[config.mk]
export PLATFORM = sky130hd
export DESIGN_NAME = score_keeper_flat
export DESIGN_NICKNAME = d
export VERILOG_FILES = /design/src/rtl/score_pkg.sv /design/src/rtl/score_if.sv /design/src/rtl/score_rr_arbiter.sv /design/src/rtl/score_keeper.sv /design/src/flat_wrapper.sv
export SDC_FILE = /design/constraint.sdc
export NUM_CORES = 1
export LEC_CHECK = 0
export BUFFER_PORTS_ARGS = -buffer_cell sky130_fd_sc_hd__buf_2
export CELL_PAD_IN_SITES_DETAIL_PLACEMENT = 1
export CELL_PAD_IN_SITES_GLOBAL_PLACEMENT = 1
export CORE_MARGIN = 1
export CORE_UTILIZATION = 45
export DETAILED_ROUTE_END_ITERATION = 8
export GPL_TIMING_DRIVEN = 0
export HOLD_SLACK_MARGIN = 0.06
export MAX_ROUTING_LAYER = met4
export PLACE_DENSITY_LB_ADDON = 0.1
export REMOVE_ABC_BUFFERS = 1
export SETUP_SLACK_MARGIN = 0.02
export SLEW_MARGIN = 20
export SYNTH_ARGS = -nofsm -noshare
export SYNTH_HDL_FRONTEND = slang
export SYNTH_HIERARCHICAL = 1
export SYNTH_SLANG_ARGS = --single-unit
export TNS_END_PERCENT = 1
[constraint.sdc]
create_clock -name clk -period 5.69 [get_ports clk]
set_input_delay 0.569 -clock clk [delete_from_list [all_inputs] [get_ports clk]]
set_output_delay 0.569 -clock clk [all_outputs]
set_load 0.01 [all_outputs]
[src/rtl/score_pkg.sv]
// score_pkg: shared constants for the score keeper slice.
//   - game phase encoding (ST_IDLE / ST_PLAY / ST_OVER)
//   - award source indices and count
//   - src_idx(): modular source index used by the round-robin search
package score_pkg;

  localparam int unsigned NUM_SRC   = 3;
  localparam int unsigned SRC_COIN  = 0;
  localparam int unsigned SRC_STOMP = 1;
  localparam int unsigned SRC_FLAG  = 2;

  typedef logic [1:0] state_t;

  localparam state_t ST_IDLE = 2'd0;
  localparam state_t ST_PLAY = 2'd1;
  localparam state_t ST_OVER = 2'd2;

  // (base + off) mod NUM_SRC
  function automatic logic [1:0] src_idx(input logic [1:0] base, input int unsigned off);
    int unsigned s;
    s = 32'(base) + off;
    return 2'(s % NUM_SRC);
  endfunction

endpackage

[src/rtl/score_if.sv]
// score_if: game control, award handshake and display signals of the score keeper.
//   master: game logic / requesters (drives pulses and reqs, receives acks and display state)
//   slave : score_keeper
interface score_if;

  logic       game_start;
  logic       game_over;
  logic       coin_req;
  logic       stomp_req;
  logic       flag_req;
  logic       coin_ack;
  logic       stomp_ack;
  logic       flag_ack;
  logic [6:0] score;
  logic [6:0] high_score;
  logic       blank;
  logic       playing;

  modport master (
    output game_start, game_over, coin_req, stomp_req, flag_req,
    input  coin_ack, stomp_ack, flag_ack, score, high_score, blank, playing
  );

  modport slave (
    input  game_start, game_over, coin_req, stomp_req, flag_req,
    output coin_ack, stomp_ack, flag_ack, score, high_score, blank, playing
  );

endinterface

[src/rtl/score_rr_arbiter.sv]
// score_rr_arbiter: 3-way round-robin arbiter.
//   clk, reset : clock, synchronous active-high reset
//   en_i       : grants allowed this cycle
//   req_i      : pending requests
//   excl_i     : sources masked this cycle (their ack is currently high)
//   gnt_o      : one-hot grant (all zero when nothing eligible or disabled)
// The search starts at the pointer; the pointer moves past the winner.
module score_rr_arbiter
  import score_pkg::*;
(
  input  logic               clk,
  input  logic               reset,
  input  logic               en_i,
  input  logic [NUM_SRC-1:0] req_i,
  input  logic [NUM_SRC-1:0] excl_i,
  output logic [NUM_SRC-1:0] gnt_o
);

  logic [1:0]         ptr_q, ptr_d;
  logic [NUM_SRC-1:0] elig;
  logic               found;
  logic [1:0]         idx;

  always_comb begin
    elig  = req_i & ~excl_i;
    gnt_o = '0;
    ptr_d = ptr_q;
    found = 1'b0;
    idx   = '0;
    if (en_i) begin
      for (int unsigned k = 0; k < NUM_SRC; k++) begin
        idx = src_idx(ptr_q, k);
        if (!found && elig[idx]) begin
          found      = 1'b1;
          gnt_o[idx] = 1'b1;
          ptr_d      = src_idx(idx, 1);
        end
      end
    end
  end

  always_ff @(posedge clk) begin
    if (reset) begin
      ptr_q <= '0;
    end else begin
      ptr_q <= ptr_d;
    end
  end

endmodule

[src/rtl/score_keeper.sv]
// score_keeper: game phase FSM, saturating score accumulator, high-score register
// and post-record blink control.
//   clk, reset : clock, synchronous active-high reset
//   sif        : score_if.slave (game_start/game_over pulses, coin/stomp/flag req/ack,
//                score, high_score, blank, playing)
module score_keeper
  import score_pkg::*;
#(
  parameter int unsigned MAX_SCORE    = 99,
  parameter int unsigned COIN_PTS     = 1,
  parameter int unsigned STOMP_PTS    = 2,
  parameter int unsigned FLAG_PTS     = 10,
  parameter int unsigned BLINK_CYCLES = 25_000_000
) (
  input logic    clk,
  input logic    reset,
  score_if.slave sif
);

  localparam int unsigned CntW = (BLINK_CYCLES > 1) ? $clog2(BLINK_CYCLES) : 1;
  localparam logic [CntW-1:0] CntLast = CntW'(BLINK_CYCLES - 1);

  state_t             state_q, state_d;
  logic [6:0]         score_q, score_d;
  logic [6:0]         high_q, high_d;
  logic               new_rec_q, new_rec_d;
  logic               blank_q, blank_d;
  logic [CntW-1:0]    cnt_q, cnt_d;
  logic [NUM_SRC-1:0] ack_q;
  logic [NUM_SRC-1:0] req;
  logic [NUM_SRC-1:0] gnt;
  logic               arb_en;
  logic [6:0]         pts;
  logic [7:0]         sum;
  logic [6:0]         sat;

  assign req[SRC_COIN]  = sif.coin_req;
  assign req[SRC_STOMP] = sif.stomp_req;
  assign req[SRC_FLAG]  = sif.flag_req;

  // game_over pre-empts any grant in the cycle it arrives
  assign arb_en = (state_q == ST_PLAY) && !sif.game_over;

  score_rr_arbiter u_arb (
    .clk    (clk),
    .reset  (reset),
    .en_i   (arb_en),
    .req_i  (req),
    .excl_i (ack_q),
    .gnt_o  (gnt)
  );

  always_comb begin
    pts = '0;
    if (gnt[SRC_COIN])  pts = 7'(COIN_PTS);
    if (gnt[SRC_STOMP]) pts = 7'(STOMP_PTS);
    if (gnt[SRC_FLAG])  pts = 7'(FLAG_PTS);
    sum = {1'b0, score_q} + {1'b0, pts};
    sat = (sum > 8'(MAX_SCORE)) ? 7'(MAX_SCORE) : sum[6:0];
  end

  always_comb begin
    state_d   = state_q;
    score_d   = score_q;
    high_d    = high_q;
    new_rec_d = new_rec_q;
    blank_d   = blank_q;
    cnt_d     = cnt_q;
    case (state_q)
      ST_IDLE: begin
        if (sif.game_start) begin
          state_d = ST_PLAY;
          score_d = '0;
        end
      end
      ST_PLAY: begin
        if (sif.game_over) begin
          state_d = ST_OVER;
          blank_d = 1'b0;
          cnt_d   = '0;
          if (score_q > high_q) begin
            high_d    = score_q;
            new_rec_d = 1'b1;
          end else begin
            new_rec_d = 1'b0;
          end
        end else if (|gnt) begin
          score_d = sat;
        end
      end
      ST_OVER: begin
        if (sif.game_start) begin
          state_d   = ST_PLAY;
          score_d   = '0;
          blank_d   = 1'b0;
          cnt_d     = '0;
          new_rec_d = 1'b0;
        end else if (new_rec_q) begin
          if (cnt_q == CntLast) begin
            cnt_d   = '0;
            blank_d = ~blank_q;
          end else begin
            cnt_d = cnt_q + CntW'(1);
          end
        end
      end
      default: state_d = ST_IDLE;
    endcase
  end

  always_ff @(posedge clk) begin
    if (reset) begin
      state_q   <= ST_IDLE;
      score_q   <= '0;
      high_q    <= '0;
      new_rec_q <= 1'b0;
      blank_q   <= 1'b0;
      cnt_q     <= '0;
      ack_q     <= '0;
    end else begin
      state_q   <= state_d;
      score_q   <= score_d;
      high_q    <= high_d;
      new_rec_q <= new_rec_d;
      blank_q   <= blank_d;
      cnt_q     <= cnt_d;
      ack_q     <= gnt;
    end
  end

  assign sif.coin_ack   = ack_q[SRC_COIN];
  assign sif.stomp_ack  = ack_q[SRC_STOMP];
  assign sif.flag_ack   = ack_q[SRC_FLAG];
  assign sif.score      = score_q;
  assign sif.high_score = high_q;
  assign sif.blank      = blank_q;
  assign sif.playing    = (state_q == ST_PLAY);

endmodule

[src/flat_wrapper.sv]
// flat-port wrapper written by rule: the top's interface ports become plain ports
module score_keeper_flat import score_pkg::*;
#(
  parameter int unsigned MAX_SCORE    = 99,
  parameter int unsigned COIN_PTS     = 1,
  parameter int unsigned STOMP_PTS    = 2,
  parameter int unsigned FLAG_PTS     = 10,
  parameter int unsigned BLINK_CYCLES = 25_000_000
)
  (clk, reset, sif_game_start, sif_game_over, sif_coin_req, sif_stomp_req, sif_flag_req, sif_coin_ack, sif_stomp_ack, sif_flag_ack, sif_score, sif_high_score, sif_blank, sif_playing);
  score_if sif_i ();
  input logic clk;
  input logic reset;
  input wire logic [$bits(sif_i.game_start)-1:0] sif_game_start;
  input wire logic [$bits(sif_i.game_over)-1:0] sif_game_over;
  input wire logic [$bits(sif_i.coin_req)-1:0] sif_coin_req;
  input wire logic [$bits(sif_i.stomp_req)-1:0] sif_stomp_req;
  input wire logic [$bits(sif_i.flag_req)-1:0] sif_flag_req;
  output wire logic [$bits(sif_i.coin_ack)-1:0] sif_coin_ack;
  output wire logic [$bits(sif_i.stomp_ack)-1:0] sif_stomp_ack;
  output wire logic [$bits(sif_i.flag_ack)-1:0] sif_flag_ack;
  output wire logic [$bits(sif_i.score)-1:0] sif_score;
  output wire logic [$bits(sif_i.high_score)-1:0] sif_high_score;
  output wire logic [$bits(sif_i.blank)-1:0] sif_blank;
  output wire logic [$bits(sif_i.playing)-1:0] sif_playing;
  assign sif_i.game_start = sif_game_start;
  assign sif_i.game_over = sif_game_over;
  assign sif_i.coin_req = sif_coin_req;
  assign sif_i.stomp_req = sif_stomp_req;
  assign sif_i.flag_req = sif_flag_req;
  assign sif_coin_ack = sif_i.coin_ack;
  assign sif_stomp_ack = sif_i.stomp_ack;
  assign sif_flag_ack = sif_i.flag_ack;
  assign sif_score = sif_i.score;
  assign sif_high_score = sif_i.high_score;
  assign sif_blank = sif_i.blank;
  assign sif_playing = sif_i.playing;
  score_keeper #(.MAX_SCORE(MAX_SCORE), .COIN_PTS(COIN_PTS), .STOMP_PTS(STOMP_PTS), .FLAG_PTS(FLAG_PTS), .BLINK_CYCLES(BLINK_CYCLES)) u_core (.clk(clk), .reset(reset), .sif(sif_i));
endmodule
==> out/results.md <==
* share of post-route cells with drive strength above 1: 0.144
* post-CTS setup buffer count: 0
* total track usage: 0.240
* Worst IR Drop VDD: 0.000105 V
* cell area after technology mapping: 3090 um^2
* headroom to the max-slew limit: 0.332
* setup-violating endpoint count in the final report: 0
* number of top-level pins: 26
* maximum clock path buffer count: 2
* die width: 84.9 um
* final-layout setup total negative slack: 0 ns
* critical path cell sequence: inv_1 -> ha_1 -> or4bb_1 -> and3_1 -> nand4_2 -> o22ai_1 -> or2_2 -> inv_1 -> and2_1 -> ha_1 -> inv_1 -> fa_1 -> and3b_1 -> nor3b_2 -> a32oi_1 -> o22a_1 -> a211o_1 -> a21oi_1
* achievable frequency: 0.212 GHz
* Placement Rows: 29
* number of buffers inserted during clock tree synthesis: 5
* total congestion overflow: 0
* element type at the critical path start: flip-flop
* final design area excluding fillers: 3350 um^2
* hold path endpoint: u_core/sif.blank
* via count of the first global-routing pass: 2769
* later-pin clock latency in the skew report: 0.31 ns
* kind of critical path: reg -> reg
* Routed wire per std cell: 16.9 um
* count of unresolved DRC violations after routing: 0
* Routed Antenna Nets: 0
* First DRT Iteration DRCs: 62
* post-route worst hold slack: 0.480 ns
* floorplan die area: 7200 um^2
* wire length of the first global-routing pass: 13400 um
* Die Ht: 84.9 um
* total inserted antenna cells: 0
* peak per-stage delay on the critical path: 0.58 ns
* family with the most delay on the worst path: simple AND/OR/NAND/NOR gates
* Max Slew Vio Count: 0
* effective utilization at floorplan: 0.476
* H-tree Lvls: 2
* Core Region: 6490 um^2
* Reg2Reg Depth: 18
* number of instances in the synthesized netlist: 372
* Total Nets Final: 411
* hold path startpoint: u_core/sif.blank
* final worst clock skew: 0.00725 ns
* fraction of synthesis flops using an asynchronous set or reset pin: 0
* Final GP Congestion: 0.816
* via total after detailed routing: 2706
* DP Wirelength: 5700 um
* max-capacitance violation count: 0
* quantity of gates resized following cts: 0
* Max FO, Critical Path: 15
* WP buf/inv: 3
* instance count along the most critical hold path: 2
* TritonCTS clock tree: done
* clock-pin slew on the worst setup and hold paths: 0.10 ns
* Worst setup EP type: flip-flop
* clock period minus final worst setup slack: 4.71 ns
* Worst path slowest cell: sky130_fd_sc_hd__or4bb_1
* worst reg-to-reg setup slack: 0.98 ns
* result of the run: finished clean
* startpoint of the worst register-to-register path: u_core/u_arb/ptr_q[0]
* CTS sink cnt: 48
* arrival time of the worst setup path: 4.95 ns
* leakage dissipation: 1.23 nW
* area added between synthesis and finish: 8.34%
* Yosys warning total: 6
* portion of the clock cycle consumed by the worst path in the final layout: 0.828
* post-synthesis sequential area ratio: 0.311
* PnR Total Power: 0.778 mW
* endpoint of the worst-slack reg-to-reg timing path: u_core/sif.score[0]
* vias per inst: 5.82
* transition time at the pin with the least slew margin: 1.00 ns
* Final Routed Wirelength: 7880 um
* total count of hold-check failures in the final report: 0
* dpl cell area: 3220 um^2
* initial antenna violation count: 0
* CP most frequent cell: sky130_fd_sc_hd__inv_1
* post-synth cell types: 67
* Seq cells post-synth: 48
* number of buffers inserted by hold repair at cts: 0
* master cell of the clock root buffer: sky130_fd_sc_hd__clkbuf_8
* quantity of I/O buffers inserted on ports: 25
* RSZ-0062 raised after global routing: false
* drt first pass iters: 4
* pin count of the biggest net entering global routing: 33
* Power Density: 232 nW/um^2
* class of the tightest hold or removal check: reg -> reg
* Synth Flop Type: sky130_fd_sc_hd__dfxtp_1
* syn avg cell area: 8.30 um^2
* Worst Path Required: 5.93 ns
* number of enable-type register cells in the synthesized netlist: 0
[final cells by class]
class	count	area (um^2)
clock inverter	1	30.0
inverter	18	67.6
fill	808	3150
timing repair buffer	25	125
clock buffer	7	96.3
sequential	48	961
multi-input combinational	289	1970
tap	77	96.3
[worst max-delay path by stage]
stage                          start             endpoint  slack, ns  cells after the start
3_5_place_dp   u_core/u_arb/ptr_q[0]  u_core/sif.score[0]       1.07                     18
6_report       u_core/u_arb/ptr_q[0]  u_core/sif.score[0]       0.98                     18
4_1_cts        u_core/u_arb/ptr_q[0]  u_core/sif.score[0]       1.02                     18
5_1_grt        u_core/u_arb/ptr_q[0]  u_core/sif.score[1]       0.70                     18
3_3_place_gp   u_core/u_arb/ptr_q[0]  u_core/sif.score[1]       1.13                     18
2_1_floorplan  u_core/u_arb/ptr_q[0]  u_core/sif.score[0]       1.58                     18
[cells in the mapped netlist, types with 2 or more instances]
cell | number | area [um^2]
sky130_fd_sc_hd__a211o_1 | 2 | 17.5
sky130_fd_sc_hd__a21oi_1 | 15 | 75.1
sky130_fd_sc_hd__a21oi_2 | 2 | 17.5
sky130_fd_sc_hd__a31oi_1 | 6 | 37.5
sky130_fd_sc_hd__and2_1 | 2 | 12.5
sky130_fd_sc_hd__and3_1 | 6 | 37.5
sky130_fd_sc_hd__and3b_1 | 2 | 17.5
sky130_fd_sc_hd__buf_2 | 6 | 30.0
sky130_fd_sc_hd__buf_4 | 3 | 22.5
sky130_fd_sc_hd__clkbuf_1 | 7 | 26.3
sky130_fd_sc_hd__dfxtp_1 | 48 | 961
sky130_fd_sc_hd__ha_1 | 16 | 200
sky130_fd_sc_hd__inv_1 | 18 | 67.6
sky130_fd_sc_hd__mux2i_1 | 9 | 90.1
sky130_fd_sc_hd__nand2_1 | 25 | 93.8
sky130_fd_sc_hd__nand2b_1 | 6 | 37.5
sky130_fd_sc_hd__nand3_1 | 18 | 90.1
sky130_fd_sc_hd__nand3_2 | 2 | 20.0
sky130_fd_sc_hd__nand3b_1 | 6 | 45.0
sky130_fd_sc_hd__nand4_1 | 9 | 56.3
sky130_fd_sc_hd__nor2_1 | 50 | 188
sky130_fd_sc_hd__nor2_2 | 3 | 18.8
sky130_fd_sc_hd__nor2b_1 | 7 | 43.8
sky130_fd_sc_hd__nor3_1 | 6 | 30.0
sky130_fd_sc_hd__nor3b_1 | 4 | 30.0
sky130_fd_sc_hd__nor3b_2 | 3 | 37.5
sky130_fd_sc_hd__nor4_1 | 2 | 12.5
sky130_fd_sc_hd__nor4b_1 | 3 | 26.3
sky130_fd_sc_hd__o211ai_1 | 5 | 37.5
sky130_fd_sc_hd__o21a_1 | 2 | 15.0
sky130_fd_sc_hd__o21ai_0 | 13 | 65.1
sky130_fd_sc_hd__o21ai_1 | 2 | 10.0
sky130_fd_sc_hd__o22ai_1 | 2 | 12.5
sky130_fd_sc_hd__or2_2 | 2 | 12.5
sky130_fd_sc_hd__or3_1 | 2 | 12.5
sky130_fd_sc_hd__or4_1 | 3 | 22.5
sky130_fd_sc_hd__or4b_1 | 2 | 20.0
sky130_fd_sc_hd__or4bb_1 | 2 | 22.5
sky130_fd_sc_hd__xnor2_1 | 11 | 96.3
sky130_fd_sc_hd__xor2_1 | 13 | 114
[tightest hold or removal path, delay by kind of cell (launching register included)]
kind,cells,cell delay [ns]
AND/OR/NAND/NOR,1,0.07
AO/OA/AOI/OAI,1,0.05
flip-flops,1,0.33
[per-layer routing]
metal | vias up | GRT usage | part of all wire
met5 | - | - | 0
met4 | 0 | 0.0709 | 0.013
met3 | 6 | 0.0292 | 0.011
met2 | 16 | 0.417 | 0.50
met1 | 1338 | 0.294 | 0.47
li1 | 1346 | - | -
[cell families after synthesis]
| group | Yosys count | share of synthesized area |
|---|---|---|
| AO/OA/AOI/OAI | 64 | 0.142 |
| XOR/XNOR | 24 | 0.0680 |
| adder cells (fa/ha/maj) | 17 | 0.0713 |
| buffers and inverters | 35 | 0.0510 |
| flip-flops | 48 | 0.311 |
| multiplexers | 10 | 0.0328 |
| AND/OR/NAND/NOR | 174 | 0.324 |
[through the flow]
| stage | instances | worst slack [ns] | utilization |
|---|---|---|---|
| floorplan | 355 | 1.58 | - |
| global placement | 457 | 1.13 | 0.496 |
| detailed placement | 457 | 1.07 | 0.496 |
| CTS | 465 | 1.02 | 0.515 |
| global route | 465 | 0.697 | 0.515 |
| finish | 465 | 0.977 | 0.515 |
[report_power, final]
part / internal, mW / leakage [nW] / switching (mW) / total (mW)
Combinational: 0.0573 / 0.777 / 0.0994 / 0.157
Clock: 0.155 / 0.0645 / 0.120 / 0.275
Sequential: 0.340 / 0.387 / 0.00548 / 0.346
Total: 0.553 / 1.23 / 0.225 / 0.778
[sequential cells by signal (all words and copies together) (netlist names)]
name,cells
u_core/ack_q,3
u_core/u_arb/ptr_q,2
u_core/sif.score,7
u_core/state_q,2
u_core/new_rec_q,1
u_core/sif.high_score,7
u_core/cnt_q,25
u_core/sif.blank,1
[layout by cell type (no fill, tap or decap), types with 3 or more instances in the layout]
master	instances
sky130_fd_sc_hd__a31oi_1	6
sky130_fd_sc_hd__o211ai_1	5
sky130_fd_sc_hd__xnor2_1	11
sky130_fd_sc_hd__dfxtp_1	48
sky130_fd_sc_hd__nor3b_1	4
sky130_fd_sc_hd__or4_1	3
sky130_fd_sc_hd__nor4b_1	3
sky130_fd_sc_hd__nor3b_2	3
sky130_fd_sc_hd__nand4_1	9
sky130_fd_sc_hd__inv_1	18
sky130_fd_sc_hd__nor3_1	6
sky130_fd_sc_hd__nor2b_1	7
sky130_fd_sc_hd__nor2_1	50
sky130_fd_sc_hd__ha_1	16
sky130_fd_sc_hd__xor2_1	13
sky130_fd_sc_hd__nand2b_1	6
sky130_fd_sc_hd__nand3b_1	6
sky130_fd_sc_hd__buf_2	25
sky130_fd_sc_hd__nand2_1	25
sky130_fd_sc_hd__o21ai_0	13
sky130_fd_sc_hd__clkbuf_8	7
sky130_fd_sc_hd__mux2i_1	9
sky130_fd_sc_hd__and3_1	6
sky130_fd_sc_hd__nand3_1	18
sky130_fd_sc_hd__nor2_2	3
sky130_fd_sc_hd__a21oi_1	15
(Power assumes the default switching activity.)
